$ cat src/rtl/mc_ctrl_pkg.sv
// mc_ctrl_pkg: opcodes, state encodings and control-field codes for the multicycle MIPS controller.
// IMM_LOGIC_EN enables andi/ori decoding as zero-extended logic immediates.
package mc_ctrl_pkg;

    localparam logic [5:0] OP_RTYPE = 6'h00;
    localparam logic [5:0] OP_J     = 6'h02;
    localparam logic [5:0] OP_BEQ   = 6'h04;
    localparam logic [5:0] OP_ADDI  = 6'h08;
    localparam logic [5:0] OP_ANDI  = 6'h0C;
    localparam logic [5:0] OP_ORI   = 6'h0D;
    localparam logic [5:0] OP_LW    = 6'h23;
    localparam logic [5:0] OP_SW    = 6'h2B;

`ifdef IMM_LOGIC_EN
    localparam bit LOGIC_EN = 1'b1;
`else
    localparam bit LOGIC_EN = 1'b0;
`endif

    typedef enum logic [3:0] {
        S_RST      = 4'd0,
        S_FETCH    = 4'd1,
        S_DECODE   = 4'd2,
        S_MEMADDR  = 4'd3,
        S_MEMREAD  = 4'd4,
        S_MEMWB    = 4'd5,
        S_MEMWRITE = 4'd6,
        S_EXEC     = 4'd7,
        S_RWB      = 4'd8,
        S_BRANCH   = 4'd9,
        S_JUMP     = 4'd10,
        S_IMM_EXEC = 4'd11,
        S_IMM_WB   = 4'd12,
        S_ILLEGAL  = 4'd15
    } state_t;

    localparam logic [1:0] ALU_ADD   = 2'b00;
    localparam logic [1:0] ALU_SUB   = 2'b01;
    localparam logic [1:0] ALU_FUNCT = 2'b10;
    localparam logic [1:0] ALU_OPC   = 2'b11;

    localparam logic [1:0] SRCB_REGB  = 2'b00;
    localparam logic [1:0] SRCB_FOUR  = 2'b01;
    localparam logic [1:0] SRCB_IMM   = 2'b10;
    localparam logic [1:0] SRCB_IMMSH = 2'b11;

    localparam logic [1:0] PCS_ALU    = 2'b00;
    localparam logic [1:0] PCS_ALUOUT = 2'b01;
    localparam logic [1:0] PCS_JUMP   = 2'b10;

    typedef struct packed {
        logic       pc_write;
        logic       pc_write_cond;
        logic       iord;
        logic       mem_read;
        logic       mem_write;
        logic       ir_write;
        logic       reg_dst;
        logic       mem_to_reg;
        logic       reg_write;
        logic       alu_src_a;
        logic [1:0] alu_src_b;
        logic [1:0] alu_op;
        logic [1:0] pc_source;
        logic       ext_zero;
    } ctrl_t;

    function automatic logic is_logic_imm(input logic [5:0] op);
        return LOGIC_EN && (op == OP_ANDI || op == OP_ORI);
    endfunction

endpackage

$ cat src/rtl/mc_ctrl_out_decode.sv
// mc_ctrl_out_decode: Moore decode of controller state (plus latched opcode) into the datapath control vector.
// With IMM_LOGIC_EN, andi/ori drive alu_op=11 and zero-extension.
module mc_ctrl_out_decode
    import mc_ctrl_pkg::*;
(
    input  state_t      i_state,
    input  logic [5:0]  i_op,
    output ctrl_t       o_ctrl
);

    logic w_zx;

`ifdef IMM_LOGIC_EN
    assign w_zx = is_logic_imm(i_op);
`else
    assign w_zx = 1'b0;
`endif

    always_comb begin
        o_ctrl = '0;
        case (i_state)
            S_FETCH: begin
                o_ctrl.mem_read  = 1'b1;
                o_ctrl.ir_write  = 1'b1;
                o_ctrl.alu_src_b = SRCB_FOUR;
                o_ctrl.pc_write  = 1'b1;
                o_ctrl.pc_source = PCS_ALU;
            end
            S_DECODE: o_ctrl.alu_src_b = SRCB_IMMSH;
            S_MEMADDR: begin
                o_ctrl.alu_src_a = 1'b1;
                o_ctrl.alu_src_b = SRCB_IMM;
            end
            S_MEMREAD: begin
                o_ctrl.mem_read = 1'b1;
                o_ctrl.iord     = 1'b1;
            end
            S_MEMWB: begin
                o_ctrl.reg_write  = 1'b1;
                o_ctrl.mem_to_reg = 1'b1;
            end
            S_MEMWRITE: begin
                o_ctrl.mem_write = 1'b1;
                o_ctrl.iord      = 1'b1;
            end
            S_EXEC: begin
                o_ctrl.alu_src_a = 1'b1;
                o_ctrl.alu_op    = ALU_FUNCT;
            end
            S_RWB: begin
                o_ctrl.reg_write = 1'b1;
                o_ctrl.reg_dst   = 1'b1;
            end
            S_BRANCH: begin
                o_ctrl.alu_src_a     = 1'b1;
                o_ctrl.alu_op        = ALU_SUB;
                o_ctrl.pc_write_cond = 1'b1;
                o_ctrl.pc_source     = PCS_ALUOUT;
            end
            S_JUMP: begin
                o_ctrl.pc_write  = 1'b1;
                o_ctrl.pc_source = PCS_JUMP;
            end
            S_IMM_EXEC: begin
                o_ctrl.alu_src_a = 1'b1;
                o_ctrl.alu_src_b = SRCB_IMM;
                o_ctrl.alu_op    = is_logic_imm(i_op) ? ALU_OPC : ALU_ADD;
                o_ctrl.ext_zero  = w_zx;
            end
            S_IMM_WB: begin
                o_ctrl.reg_write = 1'b1;
                o_ctrl.ext_zero  = w_zx;
            end
            default: ;
        endcase
    end

endmodule

$ cat src/rtl/unidade_controle_multiciclo.sv
// unidade_controle_multiciclo: multicycle MIPS control FSM holding state, latched opcode and sticky illegal flag.
// Define IMM_LOGIC_EN to accept andi/ori as zero-extended logic immediates.
module unidade_controle_multiciclo
    import mc_ctrl_pkg::*;
#(
    parameter int OPCODE_W = 6,
    parameter int STATE_W  = 4
) (
    input  logic                clock,
    input  logic                reset,
    input  logic [OPCODE_W-1:0] opcode,
    input  logic                zero,
    output logic                pc_en,
    output logic                iord,
    output logic                mem_read,
    output logic                mem_write,
    output logic                ir_write,
    output logic                reg_dst,
    output logic                mem_to_reg,
    output logic                reg_write,
    output logic                alu_src_a,
    output logic [1:0]          alu_src_b,
    output logic [1:0]          alu_op,
    output logic [1:0]          pc_source,
    output logic                ext_zero,
    output logic                illegal,
    output logic [STATE_W-1:0]  state
);

    state_t     r_state;
    state_t     w_next;
    logic [5:0] r_op_q;
    logic       r_illegal;
    logic [5:0] w_opcode;
    ctrl_t      w_ctrl;

    assign w_opcode = 6'(opcode);

    always_comb begin
        w_next = r_state;
        case (r_state)
            S_RST:      w_next = S_FETCH;
            S_FETCH:    w_next = S_DECODE;
            S_DECODE:   w_next = (w_opcode == OP_LW || w_opcode == OP_SW) ? S_MEMADDR :
                                 (w_opcode == OP_RTYPE) ? S_EXEC :
                                 (w_opcode == OP_BEQ)   ? S_BRANCH :
                                 (w_opcode == OP_J)     ? S_JUMP :
                                 (w_opcode == OP_ADDI || is_logic_imm(w_opcode)) ? S_IMM_EXEC :
                                 S_ILLEGAL;
            S_MEMADDR:  w_next = (r_op_q == OP_SW) ? S_MEMWRITE : S_MEMREAD;
            S_MEMREAD:  w_next = S_MEMWB;
            S_EXEC:     w_next = S_RWB;
            S_IMM_EXEC: w_next = S_IMM_WB;
            S_MEMWB, S_MEMWRITE, S_RWB, S_BRANCH, S_JUMP, S_IMM_WB: w_next = S_FETCH;
            default:    w_next = S_ILLEGAL;
        endcase
    end

    always_ff @(posedge clock) begin
        if (reset) begin
            r_state   <= S_RST;
            r_op_q    <= '0;
            r_illegal <= 1'b0;
        end else begin
            r_state   <= w_next;
            if (r_state == S_DECODE) r_op_q <= w_opcode;
            r_illegal <= r_illegal | (w_next == S_ILLEGAL);
        end
    end

    mc_ctrl_out_decode u_dec (
        .i_state (r_state),
        .i_op    (r_op_q),
        .o_ctrl  (w_ctrl)
    );

    // zero only matters where pc_write_cond is set, i.e. in BRANCH
    assign pc_en      = w_ctrl.pc_write | (w_ctrl.pc_write_cond & zero);
    assign iord       = w_ctrl.iord;
    assign mem_read   = w_ctrl.mem_read;
    assign mem_write  = w_ctrl.mem_write;
    assign ir_write   = w_ctrl.ir_write;
    assign reg_dst    = w_ctrl.reg_dst;
    assign mem_to_reg = w_ctrl.mem_to_reg;
    assign reg_write  = w_ctrl.reg_write;
    assign alu_src_a  = w_ctrl.alu_src_a;
    assign alu_src_b  = w_ctrl.alu_src_b;
    assign alu_op     = w_ctrl.alu_op;
    assign pc_source  = w_ctrl.pc_source;
    assign ext_zero   = w_ctrl.ext_zero;
    assign illegal    = r_illegal;
    assign state      = STATE_W'(r_state);

endmodule
$ cat config.mk
export PLATFORM = sky130hd
export DESIGN_NAME = unidade_controle_multiciclo
export DESIGN_NICKNAME = d
export VERILOG_FILES = /design/src/rtl/mc_ctrl_pkg.sv /design/src/rtl/mc_ctrl_out_decode.sv /design/src/rtl/unidade_controle_multiciclo.sv
export SDC_FILE = /design/constraint.sdc
export NUM_CORES = 1
export LEC_CHECK = 0
export ABC_AREA = 1
export BUFFER_PORTS_ARGS = -buffer_cell sky130_fd_sc_hd__buf_2
export CAP_MARGIN = 40
export CORE_ASPECT_RATIO = 0.7
export CORE_MARGIN = 4
export CORE_UTILIZATION = 40
export CTS_CLUSTER_SIZE = 10
export DETAILED_ROUTE_END_ITERATION = 6
export PLACE_DENSITY_LB_ADDON = 0.2
export SYNTH_ARGS = -nofsm -noshare
export SYNTH_HDL_FRONTEND = slang
export SYNTH_HIERARCHICAL = 1
export SYNTH_SLANG_ARGS = --single-unit
export TNS_END_PERCENT = 50
$ cat constraint.sdc
create_clock -name clock -period 1.15 [get_ports clock]
set_input_delay 0.115 -clock clock [delete_from_list [all_inputs] [get_ports clock]]
set_output_delay 0.115 -clock clock [all_outputs]
set_load 0.05 [all_outputs]
==> impl_metrics.csv <==
group,metric,value,unit
status,status,"finished with violations",
status,violations,"setup timing",
sta,min_period,1.53,ns
run,drv_cap,0,
sta,rsz0062_at_grt,"true",
sta,hold_viol,0,
power_and_ir_drop,swShare,54.8,%
setup_path,cp_common_cell,"nand2_1",
power_and_ir_drop,max-vdd-ir-drop,0.00239,V
setup_path,cp_cell_sequence,"buf_6 > inv_4 > nand2_4 > nor2_4 > nand3_2 > nand2_1 > nand2_1 > nor2_2 > nand2_1 > nand2_1",
sta,maxSlewViolCount,0,
setup_path,crit_type,"reg -> reg",
yosys,synth_area_per_cell,5.85,µm²
clock_tree,cts_buffer_depth,2,
floorplanning,initial_core_util,42.8,%
yosys,netlist_instances,137,
finish,register_area,235,µm²
yosys,synth.distinct_cells,19,
setup_path,crit_slowest_cell,"dfxtp_4",
clock_tree,cts.sinks,11,
min_path,min_path_type,"in -> reg",
finish,final_common_cell,"nand2_1",
placed_design,place.gp.congestion,0.745,
floorplanning,die_h,45.4,µm
floorplanning,die_w,61.5,µm
global_routing,antenna_found_initial,0,
placed_design,hpwl,1820,µm
finish,layout-drive-gt1-share,60.3,%
setup_path,cp.required,1.38,ns
global_routing,use_met3,6.52,%
detailed_routing,drc,0,
yosys,yosysWarningCount,6,
global_routing,grt_usage,23.2,%
min_path,min_path_cells,3,
power_and_ir_drop,p_leak,0.778,nW
finish,antenna-diode-count,0,
detailed_routing,drt_first_pass_iters,5,
sta,setup_ws,-0.377,ns
power_and_ir_drop,p_switching,2.88,mW
setup_path,start_kind,"flip-flop",
sta,fmax,655,MHz
floorplanning,core_area,1870,µm²
finish,final_cell_mix,"nand2_1, buf_6, inv_1, nand2_2, buf_4",
global_routing,grt_pass1_wl,4660,µm
sta,period_share,133,%
clock_tree,clk_pin_slew,0.08,ns
floorplanning,die_area,2790,µm²
detailed_routing,wirelength,4320,µm
power_and_ir_drop,p_clk_share,5.4,%
floorplanning,num_io_pins,30,
yosys,netlist_area,801,µm²
setup_path,worst-path-buf-inv,2,
setup_path,crit_family,"simple AND/OR/NAND/NOR gates",
sta,hold_slack,0.164,ns
detailed_routing,wire_per_inst,20.5,µm
global_routing,grt_pass1_vias,1016,
yosys,ys_seq_elements,11,
power_and_ir_drop,p_per_area,3300,nW/µm²
global_routing,grt.busiest_layer,"met2",
yosys,seq_area_frac_synth,27.5,%
floorplanning,rows,13,
power_and_ir_drop,combinationalPowerShare,80.0,%
sta,finalSetupViolCount,28,
detailed_routing,viasPerCell,5.93,
setup_path,end_kind,"flip-flop",
finish,postLayoutCoreUtil,85.0,%
setup_path,cp.arrival,1.76,ns
detailed_routing,drt_iter0_markers,158,
global_routing,use_met1,29.5,%
placed_design,portBuffers,28,
sta,clock_skew,0.00818,ns
power_and_ir_drop,internal-power,2.38,mW
clock_tree,htree_levels,1,
yosys,syn_nets,146,
global_routing,grt_max_degree,11,
setup_path,max_stage_delay,0.40,ns
setup_path,rr_worst_depth,10,
setup_path,cp_max_fo,6,
finish,area_delta_synth_final,98.6,%
clock_tree,insertion_delay,0.29,ns
clock_tree,tritoncts,"yes",
finish,multi_input_area,663,µm²
clock_tree,root_buffer,"clkbuf_4",
detailed_routing,vias,1252,
finish,fillerInstances,94,
finish,fin_nets,199,
setup_path,critical_path_cell_count,10,
detailed_routing,ant_nets,0,
global_routing,overflow,0,
global_routing,grt.met2_usage,34.4,%
clock_tree,cts_buffers,3,
power_and_ir_drop,seqPwrFrac,14.6,%
cells in the mapped netlist:
cell type  count  share of area [%]
o21bai_4       1                2.3
nand2_2        4                3.1
nor2_2         2                1.6
and2_1         1               0.78
buf_6          1                1.4
nand4_1        2                1.6
buf_4          3                2.8
a21o_1         1               0.94
nand2_4        1                1.4
inv_1         19                8.9
nand2_1       34                 16
nor2_4         1                1.4
nor2_1        24                 11
inv_2          5                2.3
nand3_1       12                7.5
dfxtp_1       11                 27
o21ai_0        7                4.4
conb_1         1               0.47
a21oi_1        7                4.4
per-stage QoR:
stage / std cells / instance area, µm² / TNS, ns / worst slack, ns / total power, mW
after floorplan: 137 / 902 / -0.789 / -0.188 / 2.70
after global placement: 194 / 1110 / -0.128 / -0.0444 / 3.36
final: 211 / 1590 / -6.82 / -0.377 / 5.25
after global routing: 211 / 1590 / -8.11 / -0.459 / 5.47
after detailed placement: 194 / 1110 / -0.134 / -0.0407 / 3.40
after CTS: 207 / 1340 / -3.45 / -0.220 / 4.25
per-layer routing:
layer	share of wire (%)	up-vias
met5	0	-
met4	7.5	0
met3	11	44
met2	47	119
met1	35	564
li1	-	525
state kept, by name (all words and copies together), names as in the netlist:
signal and cells:
state 4, illegal 1, r_op_q 6
power by group through the flow:
stage                     Clock, mW  Sequential, mW  Combinational (mW)
after floorplan                   0           0.935                1.76
after global placement            0           0.722                2.64
after detailed placement          0           0.733                2.67
after CTS                     0.283           0.692                3.28
after global routing          0.315           0.782                4.37
final                         0.285           0.765                4.20
layout make-up:
class                           count  share of cell area, %
Multi-Input combinational cell     98                   41.7
Tap cell                           22                   1.73
Timing Repair Buffer               52                   32.8
Inverter                           24                   7.24
Clock buffer                        3                   1.42
Sequential cell                    11                   14.8
Clock inverter                      1                  0.315
logic make-up after synthesis:
logic type	after synthesis	share of synthesized area, %
buffers and inverters	28	15.5
and+or+nand+nor	81	44.5
AOI/OAI and AO/OA	16	12.0
DFF	11	27.5
other	1	0.468
repair_timing:
action	CTS	global route
resized for setup	46	60
pin swaps	4	17
setup endpoints to repair	21	30
hold endpoints to repair	0	1
buffers inserted	9	3
hold buffers	0	1
final timing paths:
path / from / slack [ns] / end
max reg2reg: state[3] / -0.38 / illegal
max: state[3] / -0.38 / illegal
min reg2reg: r_op_q[3] / 0.49 / r_op_q[3]
min: opcode[4] / 0.16 / r_op_q[4]
worst reg2reg max path: stages, from the launching register on:
cell and delay [ns]:
dfxtp_4 0.40, buf_6 0.14, inv_4 0.07, nand2_4 0.07
nor2_4 0.21, nand3_2 0.16, nand2_1 0.11, nand2_1 0.08
nor2_2 0.10, nand2_1 0.06, nand2_1 0.09
(Power assumes the default switching activity.)
